[src/rtl/vga_timing_gen.sv]
// vga_timing_gen: raster timing generator for the 25 MHz pixel clock domain.
// The display stays idle until the PLL lock has been stable for LOCK_WAIT
// cycles. After that it produces hsync/vsync/de and x/y coordinates, all
// taken straight from flops. Optional macro VGA_TIMING_FRAME_CNT_EN adds a
// 16-bit frame counter output (frame_cnt).
module vga_timing_gen #(
  parameter int H_ACTIVE  = 640,
  parameter int H_FP      = 16,
  parameter int H_SYNC    = 96,
  parameter int H_BP      = 48,
  parameter int V_ACTIVE  = 480,
  parameter int V_FP      = 10,
  parameter int V_SYNC    = 2,
  parameter int V_BP      = 33,
  parameter int LOCK_WAIT = 1024,
  parameter bit HSYNC_POL = 1'b0,
  parameter bit VSYNC_POL = 1'b0
) (
  input  logic       clkp,
  input  logic       rstn,
  input  logic       locked,
  output logic       running,
  output logic       hsync,
  output logic       vsync,
  output logic       de,
  output logic [9:0] x,
  output logic [9:0] y,
  output logic       line_start,
  output logic       frame_start
`ifdef VGA_TIMING_FRAME_CNT_EN
  ,
  output logic [15:0] frame_cnt
`endif
);

  localparam int H_TOTAL = H_ACTIVE + H_FP + H_SYNC + H_BP;
  localparam int V_TOTAL = V_ACTIVE + V_FP + V_SYNC + V_BP;

  // The coordinate counters are 10 bits wide, so neither total may exceed 1024.
  if (H_TOTAL > 1024) begin : g_bad_htotal
    $error("vga_timing_gen: H_TOTAL exceeds 1024");
  end
  if (V_TOTAL > 1024) begin : g_bad_vtotal
    $error("vga_timing_gen: V_TOTAL exceeds 1024");
  end
  if (LOCK_WAIT < 1) begin : g_bad_lockwait
    $error("vga_timing_gen: LOCK_WAIT must be at least 1");
  end

  // Decode limits are 11 bits wide so a sync window ending exactly at 1024 still fits.
  localparam logic [9:0]  H_LAST   = 10'(H_TOTAL - 1);
  localparam logic [9:0]  V_LAST   = 10'(V_TOTAL - 1);
  localparam logic [10:0] H_VIS    = 11'(H_ACTIVE);
  localparam logic [10:0] V_VIS    = 11'(V_ACTIVE);
  localparam logic [10:0] HS_BEGIN = 11'(H_ACTIVE + H_FP);
  localparam logic [10:0] HS_END   = 11'(H_ACTIVE + H_FP + H_SYNC);
  localparam logic [10:0] VS_BEGIN = 11'(V_ACTIVE + V_FP);
  localparam logic [10:0] VS_END   = 11'(V_ACTIVE + V_FP + V_SYNC);

  localparam int CW = (LOCK_WAIT > 1) ? $clog2(LOCK_WAIT) : 1;
  localparam logic [CW-1:0] CNT_LAST = CW'(LOCK_WAIT - 1);
  localparam logic [CW-1:0] CNT_ONE  = CW'(1);

  typedef enum logic [1:0] {
    WAIT_LOCK = 2'd0,
    SETTLE    = 2'd1,
    RUN       = 2'd2
  } state_t;

  state_t          state;
  state_t          state_n;
  logic [CW-1:0]   cnt;
  logic [CW-1:0]   cnt_n;
  logic [1:0]      lock_sync;
  logic            lk;

  logic            run_n;
  logic [9:0]      x_n;
  logic [9:0]      y_n;
  logic            de_n;
  logic            hsync_n;
  logic            vsync_n;
  logic            line_start_n;
  logic            frame_start_n;

  // Two-flop synchronizer for the asynchronous PLL lock signal.
  always_ff @(posedge clkp) begin
    if (!rstn) begin
      lock_sync <= 2'b00;
    end else begin
      lock_sync <= {lock_sync[0], locked};
    end
  end

  assign lk = lock_sync[1];

  // Next state, settle counter and next raster position; outputs default to idle.
  always_comb begin
    state_n = state;
    cnt_n   = cnt;
    run_n   = 1'b0;
    x_n     = 10'd0;
    y_n     = 10'd0;
    case (state)
      WAIT_LOCK: begin
        cnt_n = '0;
        if (lk) begin
          state_n = SETTLE;
        end
      end
      SETTLE: begin
        if (!lk) begin
          state_n = WAIT_LOCK;
          cnt_n   = '0;
        end else if (cnt == CNT_LAST) begin
          state_n = RUN;
          cnt_n   = '0;
          run_n   = 1'b1;
        end else begin
          cnt_n = cnt + CNT_ONE;
        end
      end
      RUN: begin
        if (!lk) begin
          state_n = WAIT_LOCK;
          cnt_n   = '0;
        end else begin
          run_n = 1'b1;
          if (x == H_LAST) begin
            x_n = 10'd0;
            y_n = (y == V_LAST) ? 10'd0 : y + 10'd1;
          end else begin
            x_n = x + 10'd1;
            y_n = y;
          end
        end
      end
      default: begin
        state_n = WAIT_LOCK;
        cnt_n   = '0;
      end
    endcase
  end

  // Decode the upcoming position so the registered strobes line up with x/y.
  always_comb begin
    de_n          = 1'b0;
    hsync_n       = ~HSYNC_POL;
    vsync_n       = ~VSYNC_POL;
    line_start_n  = 1'b0;
    frame_start_n = 1'b0;
    if (run_n) begin
      de_n = ({1'b0, x_n} < H_VIS) && ({1'b0, y_n} < V_VIS);
      if (({1'b0, x_n} >= HS_BEGIN) && ({1'b0, x_n} < HS_END)) begin
        hsync_n = HSYNC_POL;
      end
      if (({1'b0, y_n} >= VS_BEGIN) && ({1'b0, y_n} < VS_END)) begin
        vsync_n = VSYNC_POL;
      end
      line_start_n  = (x_n == 10'd0);
      frame_start_n = (x_n == 10'd0) && (y_n == 10'd0);
    end
  end

  // State, settle counter and every output are registered here.
  always_ff @(posedge clkp) begin
    if (!rstn) begin
      state       <= WAIT_LOCK;
      cnt         <= '0;
      running     <= 1'b0;
      x           <= 10'd0;
      y           <= 10'd0;
      de          <= 1'b0;
      hsync       <= ~HSYNC_POL;
      vsync       <= ~VSYNC_POL;
      line_start  <= 1'b0;
      frame_start <= 1'b0;
    end else begin
      state       <= state_n;
      cnt         <= cnt_n;
      running     <= run_n;
      x           <= x_n;
      y           <= y_n;
      de          <= de_n;
      hsync       <= hsync_n;
      vsync       <= vsync_n;
      line_start  <= line_start_n;
      frame_start <= frame_start_n;
    end
  end

`ifdef VGA_TIMING_FRAME_CNT_EN
  // Frame counter survives lock loss; it steps once after each frame_start pulse.
  always_ff @(posedge clkp) begin
    if (!rstn) begin
      frame_cnt <= 16'd0;
    end else if (frame_start) begin
      frame_cnt <= frame_cnt + 16'd1;
    end
  end
`endif

endmodule

[config.mk]
export PLATFORM = sky130hd
export DESIGN_NAME = vga_timing_gen
export DESIGN_NICKNAME = d
export VERILOG_FILES = /design/src/rtl/vga_timing_gen.sv
export SDC_FILE = /design/constraint.sdc
export NUM_CORES = 1
export LEC_CHECK = 0
export ABC_AREA = 0
export CAP_MARGIN = 20
export CORE_MARGIN = 4
export CORE_UTILIZATION = 47
export CTS_BUF_LIST = sky130_fd_sc_hd__clkbuf_8
export DETAILED_ROUTE_END_ITERATION = 12
export PLACE_DENSITY = 0.73
export SLEW_MARGIN = 25
export SYNTH_ARGS = -nofsm -noshare
export SYNTH_HDL_FRONTEND = slang
export SYNTH_SLANG_ARGS = --single-unit
[constraint.sdc]
create_clock -name clkp -period 2 [get_ports clkp]
set_input_delay 0.2 -clock clkp [delete_from_list [all_inputs] [get_ports clkp]]
set_output_delay 0.2 -clock clkp [all_outputs]
set_load 0.02 [all_outputs]
==> results of run 1 <==
[worst max path at each step]
stage | from | to | slack (ns) | cells after the start
2_1_floorplan | x[6] | frame_start | -0.09 | 8
3_3_place_gp | x[7] | de | -0.002 | 6
3_5_place_dp | x[7] | frame_start | -0.09 | 5
4_1_cts | cnt[3] | hsync | 0.003 | 7
5_1_grt | x[0] | de | -0.11 | 8
6_report | x[7] | de | -0.02 | 6
[final cells by class]
cell class              count  area share, %
clock buffers               5           2.51
inverters                  11           1.50
clock inverters             3           1.41
flip-flops and latches     40           29.4
multi-input cells         185           43.7
repair buffers             61           19.2
well taps                  50           2.28
[worst max-delay path: stages, from the launching register on]
cell     delay [ns]
dfxtp_1        0.32
or3b_4         0.42
nor3_4         0.27
nand4_1        0.19
xor2_2         0.20
o41a_1         0.42
o211a_1        0.11
[layout by cell type (no fill, tap or decap), types with 2 or more instances in the layout]
cell type / n
nand3_1: 11
o2111a_1: 2
clkbuf_8: 5
dfxtp_1: 36
dfxtp_2: 4
ha_1: 6
nor4_1: 4
inv_1: 12
nor3_4: 2
o21ai_0: 7
clkdlybuf4s50_1: 28
nand4_1: 8
xor2_1: 10
a21o_1: 2
nor3_1: 3
nor2_1: 39
and2_1: 6
a21oi_1: 11
nand4b_1: 2
buf_4: 33
xnor2_1: 11
and3_1: 5
nand2_1: 24
o211a_1: 2
[per-layer routing]
| metal | part of all wire (%) | GRT usage, % |
|---|---|---|
| met3 | 5.8 | 5.95 |
| met4 | 1.5 | 8.05 |
| met2 | 48 | 32.7 |
| met1 | 45 | 24.8 |
| met5 | 0 | 0 |
[what timing repair did]
item / 4_1_cts / 5_1_grt
gates resized for setup: 3 / 4
pin swaps: 0 / 1
setup buffers: 1 / 1
endpoints found under the setup margin: 3 / 8
[stage by stage]
stage	instances	setup TNS, ns
3_3_place_gp	345	-0.00225
3_5_place_dp	345	-0.155
4_1_cts	354	0
6_report	355	-0.0226
2_1_floorplan	246	-0.181
5_1_grt	355	-0.330
[sequential cells by signal (all words and copies together) (netlist names)]
register,cells
lock_sync,2
state,2
frame_start,1
running,1
y,10
cnt,10
de,1
hsync,1
line_start,1
x,10
vsync,1
[kinds of logic (layout without fill, tap and decap cells)]
group | after synthesis | in the layout | share of synthesized area (%)
AO/OA/AOI/OAI | 42 | 42 | 14.2
XOR/XNOR | 22 | 22 | 9.41
adder cells (fa/ha/maj) | 7 | 7 | 4.28
buffers and inverters | 21 | 80 | 4.58
flip-flops | 40 | 40 | 39.1
multiplexers | 1 | 1 | 0.550
AND/OR/NAND/NOR | 113 | 113 | 27.9
[report_power, final]
| group | switching (mW) | internal [mW] | leakage (nW) |
|---|---|---|---|
| clock network | 0.291 | 0.365 | 0.0593 |
| logic | 0.0117 | 0.0119 | 0.641 |
| registers | 0.00270 | 0.799 | 0.325 |
| total | 0.305 | 1.18 | 1.02 |
==> results_dict.tcl, run 1 <==
set metrics [dict create \
    grt_pass1_vias 1884 \
    status "finished with violations" \
    syn-instance-count 246 \
    regArea_um2 806 \
    synth_edf_count 0 \
    rsz0062_at_grt "yes" \
    min_from "lock_sync[0]" \
    ff2ff_setup_slack_ns -0.02 \
    die_x_um 74.0 \
    worstPathRequired_ns 2.20 \
    gr-total-overflow 0 \
    async_flop_share_pct 0 \
    area_growth_pct 34.0 \
    reg2reg_to "de" \
    hp-class "flop to flop" \
    clk_latency_ns 0.30 \
    synth_area_um2 2050 \
    root_buffer "clkbuf_8" \
    synthFlopType "dfxtp_1" \
    cts_max_level 2 \
    clkSinkCount 40 \
    place_hpwl_mm 3.77 \
    power_density_nw_per_um2 539 \
    fillCellCount 354 \
    port-buffer-count 28 \
    yosys_warnings 0 \
    setup_viol 1 \
    endpoint_kind "flop" \
    ys_types 46 \
    grt_pass1_wl_mm 8.47 \
    drtIter0Drc 146 \
    synth_fp_nets 256 \
    relSlewSlack_pct 72.7 \
    coreArea_um2 4120 \
    clock_path_buffers 2 \
    worstSetupPathType "flop to flop" \
    worst_pin_slew_ns 0.407 \
    placed_cell_area_um2 2590 \
    grt_max_degree 13 \
    final_core_util_pct 66.7 \
    avgSynthCellArea_um2 8.33 \
    seq_area_frac_synth_pct 39.1 \
    cts_tree "built" \
    drive_gt1_share_pct 18.4 \
    wirelength_mm 5.12 \
    yosysTopAreaCell "dfxtp_1" \
    synth_common_cells "dfxtp_1, nor2_1, nand2_1, a21oi_1" \
    final_max_slew_viol_count 0 \
    vias_per_cell 5.51 \
    ys_ff_latch 40 \
    r2r-start "x[7]" \
    gp_congestion 0.970 \
    min_path_cells 1 \
    hold_viol_final 0 \
    die-area_um2 5480 \
    drc 0 \
    path_clk_slew_ns 0.08 \
    period_minus_slack_ns 2.02 \
    violations "negative setup slack" \
    crit_path_start_kind "flop" \
    firstDrtPassIters 5 \
    via_count 1955 \
    diodes 0 \
    synth.most_common_cell "dfxtp_1" \
    die_y_um 74.0 \
    antenna_found_initial 0 \
    multi_input_area_um2 1200 \
    maxCapViolations 0 \
    fin_area_um2 2750 \
    grt.total_usage_pct 20.0 \
    initial_core_util_pct 49.8 \
    whs_ns 0.440 \
    min_period_over_period_pct 101 \
    clock-skew-final_ns 0.00973 \
    final_nets 314 \
    row_count 23 \
    setup_ws_ns -0.0226 \
    holdBufCountCts 0 \
    dp_slack_ns -0.0947 \
    whs_endpoint "lock_sync[1]" \
    power_mw 1.48 \
    ios 29 \
    ff2ff_path_depth 6 \
    crit_fanout 4 \
    netlist.area_leader.share_pct 39.1 \
    wire_per_inst_um 14.4 \
    cp.arrival_ns 2.22 \
    numCtsBuffers 5 \
    synth_area_leaders "dfxtp_1, nor2_1, xnor2_1, xor2_1, nand2_1" \
    ant_nets 0 \
    max_freq_ghz 0.494 \
    ir_drop_uv 438 \
    p_leak_nw 1.02 \
]
(Power assumes the default switching activity.)
==> inputs of run 2 (changes only) <==
Settings changed: DONT_BUFFER_PORTS from default to 1, PLACE_DENSITY 0.73 to default.
==> run 2 against run 1 <==
The flow still finishes with violations (negative setup slack). Die area stayed put. Wire length is 2.3% lower. Flip-flop and latch count stayed put. Clock skew is 0.00084 ns lower. Fmax is 1.1% lower. First-iteration DRC count is 7.5% lower. Hold slack worse by 0.41 ns. Worst setup slack worse by 0.023 ns. Core utilization is 4.7 points lower.
==> results_dict.tcl, run 2 (same netlist as run 1, synthesis figures left out) <==
set metrics [dict create \
    status "finished with violations" \
    violations "negative setup slack" \
    antenna_found_initial 0 \
    maxCapViolations 0 \
    seq_power_share_pct 61.6 \
    cell_internal_pwr_mw 1.03 \
    min_period_over_period_pct 102 \
    gp_congestion 0.962 \
    hp-class "input port to flop" \
    met2WireLength_mm 2.28 \
    clockPowerShare_pct 37.2 \
    endpoint_kind "flop" \
    final_cell_mix "buf_4, nor2_1, dfxtp_1" \
    setup_viol 1 \
    initial_core_util_pct 49.8 \
    dr_wl_met3_um 262 \
    path_clk_slew_ns 0.07 \
    dp_slack_ns -0.149 \
    grt_max_degree 15 \
    via_count 1850 \
    worstSetupPathType "flop to flop" \
    drc 0 \
    area_growth_pct 24.6 \
    drt-met1-wl_mm 2.36 \
    grt_pass1_vias 1723 \
    drive_gt1_share_pct 24.7 \
    relSlewSlack_pct 75.4 \
    port-buffer-count 0 \
    crit_path_start_kind "flop" \
    p_sw_share_pct 20.6 \
    fin_cells 337 \
    ios 29 \
    reg_top3 "cnt: 10 flops, x: 10 flops, y: 10 flops" \
    place_inst 329 \
    holdBufCountCts 0 \
    worst_pin_slew_ns 0.368 \
    ff2ff_path_depth 9 \
    rsz0062_at_grt "yes" \
    diodes 0 \
    whs_ns 0.0277 \
    p_switching_mw 0.267 \
    p_leak_nw 0.987 \
    clkSinkCount 40 \
    fillCellCount 369 \
    reg2reg_to "de" \
    final_max_slew_viol_count 0 \
    cts_tree "built" \
    coreArea_um2 4120 \
    die_x_um 74.0 \
    min_from "rstn" \
    clock-skew-final_ns 0.00888 \
    numCtsBuffers 5 \
    gr-total-overflow 0 \
    placed_cell_area_um2 2400 \
    critPathCapture "de" \
    worstPathRequired_ns 2.19 \
    r2r-start "x[0]" \
    max_freq_ghz 0.489 \
    drtIter0Drc 135 \
    clock_path_buffers 2 \
    cp.arrival_ns 2.24 \
    firstDrtPassIters 4 \
    crit_fanout 4 \
    power_density_nw_per_um2 509 \
    setup_tns_ns -0.0460 \
    fin_area_um2 2550 \
    wirelength_mm 5.00 \
    pwr-share-comb_pct 1.1 \
    final_core_util_pct 62.0 \
    period_minus_slack_ns 2.05 \
    grt_pass1_wl_mm 8.14 \
    wire_per_inst_um 14.8 \
    top_layer "met4" \
    place_hpwl_mm 3.69 \
    hold_viol_final 0 \
    ant_nets 0 \
    final_common_cell "buf_4" \
    clk_latency_ns 0.29 \
    row_count 23 \
    grt.total_usage_pct 19.4 \
    power_mw 1.30 \
    root_buffer "clkbuf_8" \
    final_nets 299 \
    vias_per_cell 5.49 \
    ir_drop_uv 397 \
    die-area_um2 5480 \
    die_y_um 74.0 \
    critPathLaunch "x[0]" \
    setup_ws_ns -0.0460 \
    ff2ff_setup_slack_ns -0.05 \
    cts_max_level 2 \
]
run 2: area by class of cell:
type / count / area, um2 / area share (%)
inverter: 11 / 41.3 / 1.62
sequential: 40 / 806 / 31.6
tap: 50 / 62.6 / 2.45
multi-input combinational: 185 / 1230 / 48.1
clock buffer: 5 / 68.8 / 2.70
timing repair buffer: 46 / 345 / 13.5
run 2: timing repair:
item | in CTS | in global routing
endpoints found under the setup margin | 4 | 6
gates resized for setup | 2 | 10
pin swaps | 4 | 2
buffers inserted | 2 | 1
run 2: per-layer routing:
layer | track usage [%] | up-vias
met4 | 7.85 | 0
met5 | 0 | -
met3 | 5.27 | 10
met1 | 25.1 | 856
met2 | 30.8 | 45
li1 | - | 939
run 2: worst min path at each step:
stage	endpoint	slack, ns	depth (start not counted)
2_1_floorplan	lock_sync[0]	0.33	1
3_3_place_gp	x[4]	0.33	1
3_5_place_dp	state[1]	0.33	2
4_1_cts	state[1]	0.02	2
5_1_grt	lock_sync[0]	0.02	1
6_report	state[1]	0.03	2
run 2: critical path, stage by stage (launching register included):
cell	delay [ns]
dfxtp_2	0.35
ha_4	0.13
nand4_1	0.07
buf_4	0.17
buf_4	0.14
nor3_4	0.18
nand4_1	0.15
xor2_1	0.21
o41a_1	0.43
o211a_1	0.12
run 2: power groups by stage:
stage / Combinational [mW] / Clock (mW) / Sequential (mW)
floorplan: 0.0136 / 0 / 0.818
global placement: 0.0143 / 0 / 0.819
detailed placement: 0.0141 / 0 / 0.819
CTS: 0.0144 / 0.497 / 0.800
global route: 0.0168 / 0.537 / 0.800
finish: 0.0146 / 0.483 / 0.800
